File: src/rtl/rx_msg_reg.sv
// Receive-side message register: assembles UART bytes into a MSG_LEN-byte message held until acked.
// Optional feature macro: RX_MSG_ASCII_FILTER_EN (accept letters only, fold lowercase to uppercase).
module rx_msg_reg #(
    parameter int MSG_LEN = 5,
    parameter int TIMEOUT = 100
) (
    input  logic                 clk,
    input  logic                 nRst,
    input  logic                 rx_ready,
    input  logic [7:0]           rx_byte,
    input  logic                 rx_err,
    input  logic                 msg_ack,
    output logic [8*MSG_LEN-1:0] msg,
    output logic                 msg_valid,
    output logic                 busy,
    output logic                 err,
    output logic                 green,
    output logic [1:0]           dbg_state
);

    localparam int CW = $clog2(MSG_LEN + 1);
    localparam int TW = $clog2(TIMEOUT + 1);

    typedef enum logic [1:0] {
        S_IDLE    = 2'd0,
        S_RECEIVE = 2'd1,
        S_DONE    = 2'd2
    } state_t;

    state_t               r_state, w_state_nxt;
    logic [CW-1:0]        r_cnt, w_cnt_nxt, w_idx;
    logic [TW-1:0]        r_timer, w_timer_nxt;
    logic [8*MSG_LEN-1:0] r_buf, r_msg, w_buf_wr;
    logic                 r_msg_valid, r_busy, r_err;
    logic                 w_err_evt, w_accept, w_complete, w_byte_ok;
    logic [7:0]           w_byte_st;

`ifdef RX_MSG_ASCII_FILTER_EN
    logic w_upper, w_lower;
    assign w_upper   = (rx_byte >= 8'h41) && (rx_byte <= 8'h5A);
    assign w_lower   = (rx_byte >= 8'h61) && (rx_byte <= 8'h7A);
    assign w_byte_ok = w_upper || w_lower;
    assign w_byte_st = w_lower ? (rx_byte - 8'h20) : rx_byte;
`else
    assign w_byte_ok = 1'b1;
    assign w_byte_st = rx_byte;
`endif

    // Shadow buffer with the incoming byte merged in; msg is loaded from this only on completion.
    assign w_idx = (r_state == S_RECEIVE) ? r_cnt : '0;
    always_comb begin
        w_buf_wr = r_buf;
        for (int i = 0; i < MSG_LEN; i++) begin
            if (w_idx == CW'(i)) w_buf_wr[8*(MSG_LEN-1-i) +: 8] = w_byte_st;
        end
    end

    always_ff @(posedge clk or negedge nRst) begin
        if (!nRst) r_state <= S_IDLE;
        else       r_state <= w_state_nxt;
    end

    always_comb begin
        w_state_nxt = r_state;
        w_cnt_nxt   = r_cnt;
        w_timer_nxt = r_timer;
        w_err_evt   = 1'b0;
        w_accept    = 1'b0;
        w_complete  = 1'b0;
        case (r_state)
            S_IDLE: begin
                w_cnt_nxt   = '0;
                w_timer_nxt = '0;
                if (rx_err || (rx_ready && !w_byte_ok)) begin
                    w_err_evt = 1'b1;
                end else if (rx_ready) begin
                    w_accept = 1'b1;
                    if (MSG_LEN == 1) begin
                        w_complete  = 1'b1;
                        w_state_nxt = S_DONE;
                    end else begin
                        w_cnt_nxt   = CW'(1);
                        w_state_nxt = S_RECEIVE;
                    end
                end
            end
            S_RECEIVE: begin
                if (rx_err || (rx_ready && !w_byte_ok)) begin
                    w_err_evt   = 1'b1;
                    w_cnt_nxt   = '0;
                    w_timer_nxt = '0;
                    w_state_nxt = S_IDLE;
                end else if (rx_ready) begin
                    // A strobe in the expiry cycle wins over the timeout.
                    w_accept    = 1'b1;
                    w_timer_nxt = '0;
                    if (r_cnt == CW'(MSG_LEN - 1)) begin
                        w_complete  = 1'b1;
                        w_cnt_nxt   = '0;
                        w_state_nxt = S_DONE;
                    end else begin
                        w_cnt_nxt = r_cnt + CW'(1);
                    end
                end else if (r_timer == TW'(TIMEOUT - 1)) begin
                    w_err_evt   = 1'b1;
                    w_cnt_nxt   = '0;
                    w_timer_nxt = '0;
                    w_state_nxt = S_IDLE;
                end else begin
                    w_timer_nxt = r_timer + TW'(1);
                end
            end
            S_DONE: begin
                // Handshake: msg_valid stays high with msg frozen until the edge sampling msg_ack;
                // any byte arriving meanwhile (even alongside the ack) is an overrun and is dropped.
                if (rx_ready || rx_err) w_err_evt = 1'b1;
                if (msg_ack) w_state_nxt = S_IDLE;
            end
            default: begin
                w_state_nxt = S_IDLE;
                w_cnt_nxt   = '0;
                w_timer_nxt = '0;
            end
        endcase
    end

    always_ff @(posedge clk or negedge nRst) begin
        if (!nRst) begin
            r_cnt       <= '0;
            r_timer     <= '0;
            r_buf       <= '0;
            r_msg       <= '0;
            r_msg_valid <= 1'b0;
            r_busy      <= 1'b0;
            r_err       <= 1'b0;
        end else begin
            r_cnt       <= w_cnt_nxt;
            r_timer     <= w_timer_nxt;
            if (w_accept)   r_buf <= w_buf_wr;
            if (w_complete) r_msg <= w_buf_wr;
            r_msg_valid <= (w_state_nxt == S_DONE);
            r_busy      <= (w_state_nxt == S_RECEIVE);
            r_err       <= w_err_evt;
        end
    end

    assign msg       = r_msg;
    assign msg_valid = r_msg_valid;
    assign green     = r_msg_valid;
    assign busy      = r_busy;
    assign err       = r_err;
    assign dbg_state = r_state;

endmodule

File: config.mk
export PLATFORM = sky130hd
export DESIGN_NAME = rx_msg_reg
export DESIGN_NICKNAME = d
export VERILOG_FILES = /design/src/rtl/rx_msg_reg.sv
export SDC_FILE = /design/constraint.sdc
export NUM_CORES = 1
export LEC_CHECK = 0
export ABC_AREA = 1
export BUFFER_PORTS_ARGS = -buffer_cell sky130_fd_sc_hd__buf_2
export CELL_PAD_IN_SITES_DETAIL_PLACEMENT = 1
export CELL_PAD_IN_SITES_GLOBAL_PLACEMENT = 1
export CORE_ASPECT_RATIO = 0.8
export CORE_MARGIN = 10
export CORE_UTILIZATION = 28
export CTS_CLUSTER_SIZE = 30
export DETAILED_ROUTE_END_ITERATION = 12
export GPL_ROUTABILITY_DRIVEN = 0
export PLACE_DENSITY_LB_ADDON = 0.3
export SLEW_MARGIN = 40
export SYNTH_ARGS = -nofsm -noshare
export SYNTH_HDL_FRONTEND = slang
export SYNTH_SLANG_ARGS = --single-unit
File: constraint.sdc
create_clock -name clk -period 2.37 [get_ports clk]
set_clock_uncertainty 0.1 [all_clocks]
set_input_delay 0 -clock clk [delete_from_list [all_inputs] [get_ports clk]]
set_output_delay 0 -clock clk [all_outputs]
set_load 0.02 [all_outputs]
After elaboration in Yosys (flattened, before gate mapping):

Index checks and enable logic that the tools add are counted.

* bitwise operators: 1
* multipliers: 0
* add/subtract/negate cells: 2
* equal/unequal tests: 11
* reductions and logical operators: 5
* $lt $le $gt $ge: 0
* shift-type cells: 0
* div/mod/pow operators: 0
* muxes and demuxes: 38

Operators with widths (number)
* 2-to-1 mux 8 bit: 5
* 2-to-1 mux 7 bit: 3
* 2-to-1 mux 3 bit: 5
* 2-to-1 mux 1 bit: 14
* 2-to-1 mux 2 bit: 7
* case mux 7 bit (2 select lines): 1
* case mux 3 bit (3 select lines): 1
* adder 7 x 1 -> 7 bit, second input constant: 1
* == test 7 bit, second input constant: 1
* == test 3 x 2 -> 1 bit, second input constant: 2
* == test 3 bit, second input constant: 2
* case mux 2 bit (3 select lines): 1
* == test 2 x 1 -> 1 bit, second input constant: 2
* == test 2 bit, second input constant: 2
* != test 4 x 3 -> 1 bit, second input constant: 1
* adder 3 x 1 -> 3 bit, second input constant: 1
* == test 3 x 1 -> 1 bit, second input constant: 1
* zero test 3 bit: 1
* case mux 1 bit (3 select lines): 1
* zero test 2 bit: 1
* AND reduction 2 bit: 1
* OR reduction 2 bit: 1
* logical OR 1 bit: 1
* NOT 1 bit: 1

* word-level logic and storage cells: 65
* bits in writable memories: 0
* register bits after elaboration: 95
* memory bits (read-only): 0
* memories kept: 0
* output and inout bits: 46
* bits in latches: 0

Logic depth before layout (Yosys ltp):

* depth in word-level cells: 6
* gate-level depth with buffers: 10

Least setup slack after synthesis:

Ideal clock, no wire load.

* path kind: reg2reg
* start: register r_cnt[0]
* end: register r_msg[24], in the netlist msg[24]
* library setup time: 0.123 ns
* arrival: 1.505 ns
* required time: 2.147 ns
* stages on the path, launching flop included: 11
* slack: 0.641 ns
* clock period less this slack: 1.729 ns
* cell sequence: dfrtp_1 -> inv_2 -> ha_1 -> nand2_2 -> clkinv_1 -> nand2_1 -> nor3_4 -> inv_2 -> buf_2 -> nand2_1 -> o21ai_1

* longest elaborated chain between the ends: 5

RTL lines
* start, declared: line 31 `logic [CW-1:0] r_cnt, w_cnt_nxt, w_idx;`
* start signal, assigned: line 137 `r_cnt <= w_cnt_nxt;`
* == test 3 bit: line 97 `if (r_cnt == CW'(MSG_LEN - 1)) begin`
* 2-to-1 mux 1 bit: line 97
* 2-to-1 mux 1 bit: line 93 `end else if (rx_ready) begin`
* 2-to-1 mux 1 bit: line 88 `if (rx_err || (rx_ready && !w_byte_ok)) begin`
* 2-to-1 mux 1 bit: line 70 `case (r_state)`
* end signal, assigned: line 140 `if (w_complete) r_msg <= w_buf_wr;`
* end, declared: line 33 `logic [8*MSG_LEN-1:0] r_buf, r_msg, w_buf_wr;`

Several ways; a longest one is shown, not always the timed one.
A chain may end at the register's enable or synchronous reset.

Worst setup path after layout:

* start: register r_cnt[1]
* end: register r_msg[35], in the netlist msg[35]

Same word-level chain as after synthesis.

==> impl_metrics.py <==
metrics = {
    "logic_synthesis": {
        "postSynth.asyncResetShare": 1.00,
        "synth-edff-count": 0,
        "synth_area_um2": 4450,
        "syn_avg_cell_area_um2": 8.13,
        "synth_ff_type": "dfrtp_1",
        "synth.net_count": 563,
        "yosysUniqueCellTypes": 31,
        "synth_top_area_frac": 0.534,
        "synth_top_area_cell": "dfrtp_1",
        "synthTopCellsByArea": "dfrtp_1, nand2_1, nand3_1",
        "syn-instance-count": 547,
        "ys_seq_elements": 95,
        "yosysSeqAreaShare": 0.534,
        "yosys_warnings": 0,
        "synthTopCellsByCount": "nand2_1, dfrtp_1, nand3_1, inv_1, o21ai_0",
        "yosysMostFrequentCell": "nand2_1",
    },
    "finish": {
        "area_growth_pct": 20.2,
        "finalNonFillerCells": 833,
        "postLayoutCellArea_um2": 5350,
        "fin_nets": 631,
        "n_antenna_cell": 0,
        "drive_above_1_share": 0.160,
    },
    "placed_design": {
        "dpl.hpwl_mm": 9.22,
        "pre_cts_slack_ns": 0.314,
        "numPortBuffers": 58,
        "placed_area_um2": 4960,
        "post-place-cells": 807,
    },
    "sta": {
        "slew_viol_final": 0,
        "setup_violations": 0,
        "finalHoldViolCount": 0,
        "slew_headroom": 0.631,
        "tightestPinTransition_ns": 0.553,
        "setup_ws_ns": 0.336,
        "period_needed_ns": 2.03,
        "max_freq_mhz": 492,
        "fin_crit_sh": 0.858,
        "tns_ns": 0,
        "rsz0062_at_grt": "false",
    },
    "global_route": {
        "grt_max_degree": 58,
        "grt_first_pass_wirelength_mm": 22.2,
        "overflow": 0,
        "grt_pass1_vias": 4282,
        "antenna_found_initial": 0,
        "grt_use_total": 0.130,
    },
    "worst_setup_path": {
        "crit_path_top_delay_cell": "dfrtp_1",
        "cp_top_family": "buffers and inverters",
        "critPathMaxFanout": 32,
        "cp-startpoint": "r_cnt[1]",
        "arrival_ns": 2.22,
        "cp-end-kind": "flop",
        "required_ns": 2.56,
        "worst-path-buf-inv": 3,
        "crit_path_cell_trace": "inv_1 -> ha_1 -> nand2_2 -> clkinv_1 -> nand2_1 -> nor3_4 -> buf_4 -> nand3_1 -> nand2_1",
        "crit_top_cell": "nand2_1",
        "path_class": "reg2reg",
        "ff2ff_setup_slack_ns": 0.34,
        "r2r-end": "msg[35]",
        "ff2ff_path_depth": 9,
        "cpPeakStageDelay_ns": 0.46,
        "reg2reg_from": "r_cnt[1]",
        "start_kind": "flop",
    },
    "power_and_ir_drop": {
        "swShare": 0.270,
        "sequentialPowerShare": 0.498,
        "power.leakage_nw": 2.90,
        "intPower_w": 0.00265,
        "p_per_area_nw_per_um2": 678,
        "pwr-share-clk": 0.378,
        "p_sw_w": 0.000978,
        "p_comb_frac": 0.124,
        "ir_drop_v": 0.000339,
    },
    "clocking": {
        "cts_setup_buffers": 0,
        "clk_latency_ns": 0.35,
        "cts.path.max_buffers": 2,
        "numCtsBuffers": 9,
        "clk_pin_slew_ns": 0.07,
        "cts-htree-levels": 3,
        "cts_tree": "done",
        "cts_root_buffer": "clkbuf_16",
        "cts_num_sinks": 95,
    },
    "detailed_routing": {
        "drc_errors": 0,
        "num_vias": 3832,
        "drt_iter0_markers": 132,
        "dr.pass1.iters": 4,
        "wire_per_inst_um": 15.8,
        "routed_wl_mm": 13.2,
        "vias_per_cell": 4.60,
        "ant_nets": 0,
    },
    "die": {
        "start_util": 0.283,
        "io_pins": 59,
        "die_area_um2": 21400,
        "dieHeight_um": 133,
        "core_um2": 15700,
        "rows": 41,
        "die_x_um": 161,
    },
    "min_path": {
        "hold_class": "in2async",
    },
    "run_status": {
        "outcome": "completed",
    },
    "flow_run": {
        "drv_cap": 0,
    },
}
cell families (layout without fill, tap and decap cells):
| kind of cell | after synthesis | after routing | synth area share |
|---|---|---|---|
| XOR/XNOR | 1 | 1 | 0.00197 |
| buffers and inverters | 84 | 155 | 0.0796 |
| AND/OR/NAND/NOR | 309 | 309 | 0.310 |
| adder cells (fa/ha/maj) | 3 | 3 | 0.00844 |
| flip-flops | 95 | 95 | 0.534 |
| AO/OA/AOI/OAI | 55 | 55 | 0.0655 |
placed cells by master, fill, tap and decap left out, drive strengths merged:
cell type      n
nand2        202
dfrtp         95
nand3         78
buf           65
inv           63
o21ai         47
nor2          20
clkbuf        13
dlygate4sd3   12
a21oi          5
nor3           4
nand4          3
ha             3
o31ai          2
clkinv         2
xor2           1
and3           1
a22o           1
or2            1
worst max path at each step:
stage	to	slack, ns	cells after the start
5_1_grt	msg[35]	0.15	9
3_3_place_gp	msg[33]	0.41	9
3_5_place_dp	msg[33]	0.31	9
2_1_floorplan	msg[24]	0.64	10
6_report	msg[35]	0.34	9
4_1_cts	msg[33]	0.29	9
power groups by stage:
stage	Sequential (W)	Combinational [W]	Clock, W
after floorplan	0.00183	0.000282	0
after global placement	0.00183	0.000412	0
after detailed placement	0.00184	0.000440	0
after CTS	0.00181	0.000458	0.00142
after global routing	0.00182	0.000528	0.00148
final	0.00181	0.000450	0.00137
metrics by stage:
stage	power, W	hold WS [ns]	utilization
5_1_grt	0.00383	0.150	0.341
4_1_cts	0.00369	0.0955	0.341
3_3_place_gp	0.00224	-0.0868	0.316
6_report	0.00363	0.0663	0.341
2_1_floorplan	0.00211	-0.396	-
3_5_place_dp	0.00228	-0.0729	0.316
layer usage:
metal,global-route usage,vias to the layer above,part of all wire
li1,-,1868,-
met1,0.163,1897,0.49
met2,0.214,52,0.46
met3,0.0310,15,0.035
met4,0.0424,0,0.012
met5,0,-,0
final cells by class:
class                   instances  area, µm²
clock buffers                  13        260
clock inverters                 1       5.00
fillers                      1926      10300
inverters                      64        240
multi-input cells             368       1720
flip-flops and latches         95       2380
well taps                     215        269
repair buffers                 77        478
worst register-to-register path, stage by stage, from the launching register on:
cell and delay [ns]:
dfrtp_1 0.46, inv_1 0.15, ha_1 0.18, nand2_2 0.07, clkinv_1 0.07, nand2_1 0.09
nor3_4 0.16, buf_4 0.40, nand3_1 0.20, nand2_1 0.10
state kept, by name, indices dropped and copies added, names as in the netlist:
signal,count
msg,40
r_buf,40
r_timer,7
r_cnt,3
dbg_state,2
busy,1
err,1
green,1
what timing repair did:
item	4_1_cts	5_1_grt
hold buffers	12	0
resized for setup	0	0
hold endpoints to repair	60	0
Power figures use the tool's default switching activity.
